$ cat config.mk
export PLATFORM = sky130hd
export DESIGN_NAME = indexed_shift_buf
export DESIGN_NICKNAME = d
export VERILOG_FILES = /design/src/rtl/spmm_pkg.sv /design/src/rtl/indexed_shift_cell.sv /design/src/rtl/indexed_shift_buf.sv
export SDC_FILE = /design/constraint.sdc
export NUM_CORES = 2
export LEC_CHECK = 0
export CAP_MARGIN = 20
export CORE_AREA = 2 2 231 233
export CTS_CLUSTER_SIZE = 14
export DETAILED_ROUTE_END_ITERATION = 8
export DIE_AREA = 0 0 233 235
export DONT_BUFFER_PORTS = 1
export GPL_ROUTABILITY_DRIVEN = 1
export GPL_TIMING_DRIVEN = 0
export PLACE_DENSITY = 0.67
export SLEW_MARGIN = 30
export SYNTH_ARGS = -nofsm -noshare
export SYNTH_HDL_FRONTEND = slang
export SYNTH_SLANG_ARGS = --single-unit
$ cat constraint.sdc
create_clock -name clk -period 3.5 [get_ports clk]
set_clock_uncertainty 0.2 [all_clocks]
set_input_delay 0.7 -clock clk [delete_from_list [all_inputs] [get_ports clk]]
set_output_delay 0.7 -clock clk [all_outputs]
set_load 0.02 [all_outputs]
$ cat src/rtl/spmm_pkg.sv
`default_nettype none
// ============================================================================
// Package     : spmm_pkg
// Description : Shared enums for the SpMM indexed shift buffer: operation
//               codes, controller states and per-cell update commands.
// Revision    : 1.0 - initial release
// ============================================================================
package spmm_pkg;

  // Operation codes presented on op_code
  typedef enum logic [1:0] {
    OP_NOP    = 2'b00,
    OP_INSERT = 2'b01,
    OP_DELETE = 2'b10,
    OP_DRAIN  = 2'b11
  } op_code_e;

  // Controller states
  typedef enum logic {
    S_IDLE  = 1'b0,
    S_DRAIN = 1'b1
  } state_e;

  // Command broadcast to every storage cell
  typedef enum logic [1:0] {
    CELL_HOLD   = 2'b00,
    CELL_INSERT = 2'b01,
    CELL_DELETE = 2'b10
  } cell_ctl_e;

endpackage : spmm_pkg
`default_nettype wire

$ cat src/rtl/indexed_shift_cell.sv
`default_nettype none
// ============================================================================
// Module      : indexed_shift_cell
// Description : One entry of the indexed shift buffer. Picks its next value
//               from itself, its left/right neighbour or the insert value,
//               based on the broadcast command and its fixed position.
// Revision    : 1.0 - initial release
// ============================================================================
module indexed_shift_cell
  import spmm_pkg::*;
#(
  parameter int DATA_W = 32,
  parameter int IDX_W  = 4,
  parameter int POS    = 0
) (
  input  logic              clk,
  input  logic              rst,
  input  logic [1:0]        ctl,
  input  logic [IDX_W-1:0]  idx,
  input  logic [DATA_W-1:0] ins_data,
  input  logic [DATA_W-1:0] left,
  input  logic [DATA_W-1:0] right,
  output logic [DATA_W-1:0] value
);

  localparam logic [IDX_W-1:0] c_pos = IDX_W'(POS);

  logic [DATA_W-1:0] r_value;
  logic [DATA_W-1:0] w_next;

  // Next value: cells past the index take the left neighbour on insert
  // and the right neighbour on delete; the indexed cell takes the new data.
  always_comb begin
    w_next = r_value;
    case (ctl)
      CELL_INSERT: begin
        if (c_pos > idx) begin
          w_next = left;
        end else if (c_pos == idx) begin
          w_next = ins_data;
        end
      end
      CELL_DELETE: begin
        if (c_pos >= idx) begin
          w_next = right;
        end
      end
      default: w_next = r_value;
    endcase
  end

  // Entry register with synchronous clear
  always_ff @(posedge clk) begin
    if (rst) begin
      r_value <= '0;
    end else begin
      r_value <= w_next;
    end
  end

  assign value = r_value;

endmodule : indexed_shift_cell
`default_nettype wire

$ cat src/rtl/indexed_shift_buf.sv
`default_nettype none
// ============================================================================
// Module      : indexed_shift_buf
// Description : Compact registered array with indexed INSERT/DELETE and an
//               in-order DRAIN stream, occupancy tracking and error pulse.
// Revision    : 1.0 - initial release
// ============================================================================
module indexed_shift_buf
  import spmm_pkg::*;
#(
  parameter int DATA_W = 32,
  parameter int DEPTH  = 16,
  parameter int IDX_W  = $clog2(DEPTH)
) (
  input  logic                    clk,
  input  logic                    rst,
  input  logic                    op_valid,
  output logic                    op_ready,
  input  logic [1:0]              op_code,
  input  logic [IDX_W-1:0]        op_idx,
  input  logic [DATA_W-1:0]       op_data,
  output logic [DATA_W*DEPTH-1:0] arr,
  output logic [IDX_W:0]          count,
  output logic                    full,
  output logic                    empty,
  output logic                    out_valid,
  input  logic                    out_ready,
  output logic [DATA_W-1:0]       out_data,
  output logic                    out_last,
  output logic                    err
);

  localparam logic [IDX_W:0] c_depth = (IDX_W+1)'(DEPTH);
  localparam logic [IDX_W:0] c_one   = (IDX_W+1)'(1);

  state_e            r_state;
  state_e            w_state_next;
  logic [IDX_W:0]    r_count;
  logic [IDX_W:0]    w_count_next;
  logic              r_err;
  logic              w_err_next;
  logic [1:0]        w_cell_ctl;
  logic [IDX_W-1:0]  w_cell_idx;
  logic              w_accept;
  logic              w_ins_ok;
  logic              w_del_ok;
  logic              w_beat;

  // Entries plus a zero sentinel at each end so edge cells see 0 neighbours
  logic [DATA_W-1:0] w_entry [DEPTH];
  logic [DATA_W-1:0] w_ext   [DEPTH+2];

  assign w_ext[0]       = '0;
  assign w_ext[DEPTH+1] = '0;

  generate
    for (genvar g = 0; g < DEPTH; g++) begin : g_cell
      indexed_shift_cell #(
        .DATA_W (DATA_W),
        .IDX_W  (IDX_W),
        .POS    (g)
      ) u_cell (
        .clk      (clk),
        .rst      (rst),
        .ctl      (w_cell_ctl),
        .idx      (w_cell_idx),
        .ins_data (op_data),
        .left     (w_ext[g]),
        .right    (w_ext[g+2]),
        .value    (w_entry[g])
      );
      assign w_ext[g+1]               = w_entry[g];
      assign arr[g*DATA_W +: DATA_W]  = w_entry[g];
    end
  endgenerate

  assign full      = (r_count == c_depth);
  assign empty     = (r_count == '0);
  assign count     = r_count;
  assign err       = r_err;
  assign op_ready  = (r_state == S_IDLE) && !rst;
  assign out_valid = (r_state == S_DRAIN) && !rst;
  assign out_data  = w_entry[0];
  assign out_last  = out_valid && (r_count == c_one);

  // Index comparisons are widened to count width so large indices never wrap
  assign w_accept = op_valid && op_ready;
  assign w_ins_ok = !full && ({1'b0, op_idx} <= r_count);
  assign w_del_ok = ({1'b0, op_idx} < r_count);
  assign w_beat   = out_valid && out_ready;

  // Next-state, occupancy and cell command decode
  always_comb begin
    w_state_next = r_state;
    w_count_next = r_count;
    w_err_next   = 1'b0;
    w_cell_ctl   = CELL_HOLD;
    w_cell_idx   = op_idx;
    case (r_state)
      S_IDLE: begin
        if (w_accept) begin
          case (op_code)
            OP_INSERT: begin
              if (w_ins_ok) begin
                w_cell_ctl   = CELL_INSERT;
                w_count_next = r_count + c_one;
              end else begin
                w_err_next = 1'b1;
              end
            end
            OP_DELETE: begin
              if (w_del_ok) begin
                w_cell_ctl   = CELL_DELETE;
                w_count_next = r_count - c_one;
              end else begin
                w_err_next = 1'b1;
              end
            end
            OP_DRAIN: begin
              if (empty) begin
                w_err_next = 1'b1;
              end else begin
                w_state_next = S_DRAIN;
              end
            end
            default: w_err_next = 1'b0;
          endcase
        end
      end
      S_DRAIN: begin
        // A drain beat is a delete at index 0
        if (w_beat) begin
          w_cell_ctl   = CELL_DELETE;
          w_cell_idx   = '0;
          w_count_next = r_count - c_one;
          if (r_count == c_one) begin
            w_state_next = S_IDLE;
          end
        end
      end
      default: w_state_next = S_IDLE;
    endcase
  end

  // Controller state, occupancy and error pulse registers
  always_ff @(posedge clk) begin
    if (rst) begin
      r_state <= S_IDLE;
      r_count <= '0;
      r_err   <= 1'b0;
    end else begin
      r_state <= w_state_next;
      r_count <= w_count_next;
      r_err   <= w_err_next;
    end
  end

endmodule : indexed_shift_buf
`default_nettype wire

### After elaboration in Yosys (flattened, before gate mapping)

Cells that the tools add are included.

| storage, ports and cells | value |
|---|---|
| register bits after elaboration | 519 |
| input bits | 42 |
| word-level logic and storage cells | 233 |

| cells by class | value |
|---|---|
| $add $sub $neg | 2 |
| magnitude comparators | 34 |
| equal/unequal tests | 59 |
| muxes and demuxes | 88 |
| bitwise logic cells | 2 |
| reduce and logical (&&, ||, !) cells | 29 |

Operator list:

| cell | count |
|---|---|
| two-way mux 32 bit | 48 |
| case mux 32 bit (2 select lines) | 16 |
| != test 3 x 1 -> 1 bit, second input constant | 17 |
| AND reduction 3 bit | 16 |
| != test 2 x 1 -> 1 bit, second input constant | 17 |
| == test 4 bit, first input constant | 8 |
| >= comparator 4 bit, first input constant | 8 |
| > comparator 4 bit, first input constant | 8 |
| two-way mux 5 bit | 4 |
| case mux 5 bit (2 select lines) | 2 |
| == test 3 x 4 -> 1 bit, first input constant | 4 |
| >= comparator 3 x 4 -> 1 bit, first input constant | 4 |
| > comparator 3 x 4 -> 1 bit, first input constant | 4 |
| two-way mux 1 bit | 9 |
| == test 2 x 4 -> 1 bit, first input constant | 2 |
| >= comparator 1 x 4 -> 1 bit, first input constant | 2 |
| >= comparator 2 x 4 -> 1 bit, first input constant | 2 |
| > comparator 1 x 4 -> 1 bit, first input constant | 2 |
| > comparator 2 x 4 -> 1 bit, first input constant | 2 |
| two-way mux 4 bit | 2 |
| case mux 2 bit (2 select lines) | 2 |
| == test 2 bit, second input constant | 3 |
| logical AND 1 bit | 6 |
| two-way mux 2 bit | 3 |
| other kinds (19) | 23 |

### Depth between registers and ports, before layout

| logic depth | value |
|---|---|
| depth in word-level cells | 10 |
| depth in mapped cells | 16 |
| gate-level depth less buffers | 13 |

### Hierarchy

From an unflattened synthesis, not the netlist that was laid out.

| unflattened totals | value |
|---|---|
| cells, all modules | 3765 |
| area, all modules | 33877.5 um2 |

Modules (own cells, without submodules):

| module | instances | cells an instance | area an instance (um2) |
|---|---|---|---|
| indexed_shift_cell (g_cell[9].u_cell) | 1 | 235 | 2386.0 |
| indexed_shift_cell (g_cell[12].u_cell) | 1 | 262 | 2363.5 |
| indexed_shift_cell (g_cell[7].u_cell) | 1 | 223 | 2302.2 |
| indexed_shift_cell (g_cell[8].u_cell) | 1 | 260 | 2278.4 |
| indexed_shift_cell (g_cell[2].u_cell) | 1 | 231 | 2168.3 |
| indexed_shift_cell (g_cell[4].u_cell) | 1 | 227 | 2142.1 |
| indexed_shift_cell (g_cell[13].u_cell) | 1 | 231 | 2057.0 |
| indexed_shift_cell (g_cell[1].u_cell) | 1 | 232 | 2020.7 |
| indexed_shift_cell (g_cell[15].u_cell) | 1 | 224 | 2011.9 |
| indexed_shift_cell (g_cell[14].u_cell) | 1 | 228 | 2005.7 |
| indexed_shift_cell (g_cell[3].u_cell) | 1 | 230 | 1996.9 |
| indexed_shift_cell (g_cell[5].u_cell) | 1 | 197 | 1869.3 |
| indexed_shift_cell (g_cell[11].u_cell) | 1 | 193 | 1860.5 |
| indexed_shift_cell (g_cell[10].u_cell) | 1 | 253 | 1824.2 |
| 3 more rows | n/a | n/a | n/a |

### Least setup slack after synthesis

Ideal clock, no wire load.

| timing path | value |
|---|---|
| path kind | input to register |
| from | input port op_idx[2] |
| to | register g_cell[13].u_cell.r_value[10] |
| library setup time | 0.059 ns |
| arrival time | 3.349 ns |
| required time | 3.241 ns |
| path slack | -0.108 ns |
| stages | 13 |
| cell sequence | ha_1 > o21ai_0 > a21oi_1 > or2_2 > a31oi_1 > nand3_1 > ha_1 > buf_2 > clkinv_1 > nor2_1 > a21o_1 > clkbuf_1 > a22o_1 |

| between the ends | value |
|---|---|
| word-level cells in the longest chain between the ends | 9 |
| elaborated cells between the ends (all ways) | 21 |
| classes of those cells | order compare (4); eq/ne (5); mux (9); reduce/logical (3) |

Ends and longest elaborated chain:

| item | RTL line | text |
|---|---|---|
| start, declared | indexed_shift_buf.sv:20 | `input logic [IDX_W-1:0] op_idx,` |
| less-or-equal comparator 4 x 5 -> 1 bit | indexed_shift_buf.sv:88 | `assign w_ins_ok = !full && ({1'b0, op_idx} <= r_count);` |
| logical AND 1 bit | indexed_shift_buf.sv:88 |  |
| two-way mux 1 bit | indexed_shift_buf.sv:104 | `if (w_ins_ok) begin` |
| case mux 2 bit (2 select lines) | indexed_shift_buf.sv:102 | `case (op_code)` |
| two-way mux 2 bit | indexed_shift_buf.sv:101 | `if (w_accept) begin` |
| case mux 2 bit (2 select lines) | indexed_shift_buf.sv:99 | `case (r_state)` |
| == test 2 x 1 -> 1 bit / == test 2 bit (equally long branches) | indexed_shift_cell.sv:35 | `case (ctl)` |
| != test 3 x 1 -> 1 bit (no source line), or another cell as far along | n/a |  |
| AND reduction 3 bit (no source line) | n/a |  |
| end signal, assigned | indexed_shift_cell.sv:57 | `r_value <= w_next;` |
| end, declared | indexed_shift_cell.sv:28 | `logic [DATA_W-1:0] r_value;` |

Several ways; a longest one is shown, not always the timed one.
A chain may end at the register's enable or synchronous reset.

### Worst setup path in the final report

| timing path | value |
|---|---|
| from | register r_count[1], in the netlist count[1] |
| to | register g_cell[6].u_cell.r_value[16] |

| between the ends | value |
|---|---|
| word-level cells in the longest chain between the ends | 10 |
| elaborated cells between the ends (all ways) | 17 |
| classes of those cells | order compare (2); eq/ne (5); mux (6); reduce/logical (4) |

Ends and longest elaborated chain:

| item | RTL line | text |
|---|---|---|
| start, declared | indexed_shift_buf.sv:38 | `logic [IDX_W:0] r_count;` |
| start signal, assigned | indexed_shift_buf.sv:153 | `r_count <= w_count_next;` |
| parallel branches: the longest is 4 deep, another holds less-or-equal comparator 4 x 5 -> 1 bit | n/a |  |
| case mux 2 bit (2 select lines) * | indexed_shift_buf.sv:102 |  |
| two-way mux 2 bit * | indexed_shift_buf.sv:101 |  |
| case mux 2 bit (2 select lines) * | indexed_shift_buf.sv:99 |  |
| == test 2 x 1 -> 1 bit / == test 2 bit (equally long branches) | indexed_shift_cell.sv:35 |  |
| != test 3 x 1 -> 1 bit (no source line), or another cell as far along | n/a |  |
| AND reduction 3 bit (no source line) | n/a |  |
| end signal, assigned | indexed_shift_cell.sv:57 |  |
| end, declared | indexed_shift_cell.sv:28 |  |

Every way passes the cells marked *.

==> results.md <==
* Die Ht at ~240 µm
* R2R Setup Slk at a little under 0.1 ns
* Max Cap Violations at 0
* Routed len/inst at 29.6 µm
* Via/cell ratio at between 6 and 7
* Buf/Inv on CP at 3
* Layout Utilization at 0.584
* Leak at about 0.013 µW
* CTS Sinks at slightly above 500
* Slowest-stage cell, CP: dfxtp_4
* Skew-Pair Late Insertion Delay at approximately 0.63 ns
* Final Max Slew Viols at 0
* Async S/R FF share, synth at 0
* Comb pwr share at 0.163
* Cts hold-fix bufs at 0
* Syn Inst Count at between 3000 and 4000
* Yosys synthesis warning count at 0
* Worst IR drop on VDD at approximately 460 µV
* Drt total wl at around 110000 µm
* Arr. time, crit path at between 3 and 4 ns
* Pre-CTS setup slack at -1.46 ns
* Pin slew with the least headroom to its limit at between 1 and 1.5 ns
* Vias in the first global route at 24000
* CTS Buffer Depth at 3
* Crit-path cells: inv_1 -> ha_4 -> nand2b_1 -> a21oi_1 -> or2_2 -> a31oi_4 -> nand3_4 -> ha_4 -> or2_2 -> clkbuf_8 -> nand2_1 -> a21oi_4 -> clkbuf_4 -> a22o_1
* Post-route DRC at 0
* Met1 Usage GRT at 0.472
* Ys flop type: dfxtp_1
* Grt total ovfl at 0
* Area growth, synth to finish at 14.7%
* GRT Total Usage at 0.394
* Via count at 24600
* Synth area leaders: dfxtp_1 39%, mux2i_1 18%, a22o_1 14%
* Syn avg cell area at 8.84 µm²
* Seq/Total Area, Yosys at 0.390
* Crit Path Class: reg -> reg
* Synth top area share at 0.390
* Worst setup SP type: register
* Mapped cell area at around 27000 µm²
* Reg2Reg Launch Point: count[1]$_SDFFE_PP0P_
* Worst-path clk slew at 0.06 ns
* Die ar. at around 55000 µm²
* Pin count of the biggest net entering global routing at 14
* Post-synth EDFFs at 0
* Clock share of power at 0.396
* DP Cell Count at 3698
* Clock period minus final worst setup slack at approximately 3.4 ns
* Hold Crit Class: in -> reg
* Setup violations, final at 0
* RR Endpoint: g_cell[6].u_cell.value[16]$_SDFFE_PP0P_
* Critical path's top delay family: simple AND/OR/NAND/NOR gates
* Final period util at 0.972
* Commonest non-fill, non-tap cells in the layout: 526 x nand2_1, 515 x dfxtp_1, 483 x mux2i_1
* GPL Wtd Cong at roughly 1
* PortBufs at 0
* Power, Total at between 15000 and 20000 µW
* Row count at 84
* First-pass GRT wire length at 164000 µm
* Synth cell types at 55
* Layout cells sized above 1 at 0.135
* Core area at between 50000 and 60000 µm²
* Run status: finished, final reports clean
* Worst reg2reg path depth at 14
* Sw Pwr at 4870 µW
* Worst EP required at 3.81 ns
* Die outline width at roughly 230 µm
* Final ANT Viol Nets at 0
* Mapped Nets at 3066
* Hold Fails Final Rpt at 0
* Commonest non-fill, non-tap cell in the layout: nand2_1
* Sequential power share at 0.441
* Initial core utilization at 0.510
* Critical path peak fanout at 10
* Met3 usage at 0.116
* Top Ports at a little under 600
* Max Clock Freq at between 200 and 300 MHz
* Worst Setup End Kind: register
* Slew headroom at 0.199
* Switching Fraction at 0.311
* Flops & latches, synth at a little over 500
* Hold Path Sink: err$_SDFF_PP0_
* GRT Max-Usage Layer: met2
* CTS root buffer: clkbuf_16
* Final nets at 3139
* Area leader, netlist: dfxtp_1
* M2 GR Usage at 0.644
* DR pass1 iterations at 5
* Hold path cells at 2
* Final std cells w/o fill at about 3800
* P per Cell Area at 513 nW/µm²
* Pint at between 10000 and 15000 µW
* Initial DRC Count at roughly 2300
* Critical Path Max Stage Delay at approximately 0.38 ns
* Setup ws final at approximately 0.096 ns
* CTS tree: done
* HP Start: op_valid
* # H-tree levels at 2
* Antenna violations before repair at 0
* CTS buffer count at 57
* DP Wirelength at 90700 µm
worst register-to-register path, cell delays in order (launching register included):
cell	delay, ns
dfxtp_4	0.38
inv_1	0.16
ha_4	0.23
nand2b_1	0.06
a21oi_1	0.08
or2_2	0.32
a31oi_4	0.23
nand3_4	0.12
ha_4	0.22
or2_2	0.31
clkbuf_8	0.20
nand2_1	0.13
a21oi_4	0.10
clkbuf_4	0.28
a22o_1	0.26
per-layer routing:
metal	up-vias	wire (µm)	part of all wire
li1	11100	-	-
met1	11800	43700	0.39
met2	1355	51900	0.46
met3	309	11300	0.10
met4	0	5860	0.052
met5	-	0	0
kinds of logic after synthesis:
group	share of synthesized area
and+or+nand+nor	0.0970
adders and majority gates	0.00658
muxes	0.182
xor gates and xnor gates	0.000329
AOI/OAI and AO/OA	0.260
DFF	0.390
buffers and inverters	0.0633
power groups by stage:
stage / combinational [µW] / sequential [µW] / clock, µW
floorplan: 1690 / 6790 / 0
global placement: 2200 / 7000 / 0
detailed placement: 2260 / 7010 / 0
CTS: 2430 / 6880 / 6150
global route: 2720 / 6910 / 6380
finish: 2550 / 6890 / 6200
Yosys cell counts, drive strengths merged (2+ instances only):
cell type  count
a31oi          4
dfxtp        519
or2            3
a211oi        32
a22o         416
a21oi         52
o21a           8
and3           3
nand2b         3
nand3          8
nor3           9
ha            14
or3            4
clkbuf       191
nor2          64
or4            3
a221o         31
o211ai         3
buf          141
nand4          5
a21o           2
nand2        527
nand3b         2
mux2i        483
inv           12
o21ai        452
and2           4
how the worst max path moves through the flow:
stage	from	to	slack, ns	cells past startpoint
3_3_place_gp	count[1]$_SDFFE_PP0P_	g_cell[3].u_cell.value[29]$_SDFFE_PP0P_	-1.37	14
4_1_cts	count[0]$_SDFFE_PP0P_	g_cell[5].u_cell.value[11]$_SDFFE_PP0P_	0.01	13
5_1_grt	count[1]$_SDFFE_PP0P_	g_cell[2].u_cell.value[26]$_SDFFE_PP0P_	-0.01	14
3_5_place_dp	count[0]$_SDFFE_PP0P_	g_cell[8].u_cell.value[18]$_SDFFE_PP0P_	-1.46	14
6_report	count[1]$_SDFFE_PP0P_	g_cell[6].u_cell.value[16]$_SDFFE_PP0P_	0.1	14
2_1_floorplan	op_idx[2]	g_cell[5].u_cell.value[0]$_SDFFE_PP0P_	-0.02	14
area by class of cell:
cell class,instances,area [µm²]
Inverter,13,61.3
Timing Repair Buffer,16,171
Clock buffer,90,1730
Fill cell,4555,21700
Clock inverter,8,140
Multi-Input combinational cell,2146,14900
Buffer,330,2230
Tap cell,688,861
Antenna cell,1,2.50
Sequential cell,519,10400
flip-flops by register name, summed over array words and instances (netlist names):
register / flops
err: 1
count: 5
g_cell.u_cell.value: 512
r_state: 1
what timing repair did:
item	4_1_cts	5_1_grt
setup endpoints to repair	512	509
cloned	1	1
buffers inserted	8	6
pin swaps	9	8
resized for setup	290	73
through the flow:
step	setup TNS [ns]	area, µm²	hold slack [ns]
6_report	0	30500	0.0168
2_1_floorplan	-2.78	26600	0.338
3_5_place_dp	-509.82	27500	0.361
3_3_place_gp	-473.52	27500	0.355
5_1_grt	-0.124	30500	0.0366
4_1_cts	0	30200	0.00189
Note: power is estimated with default switching activity, not from simulation.
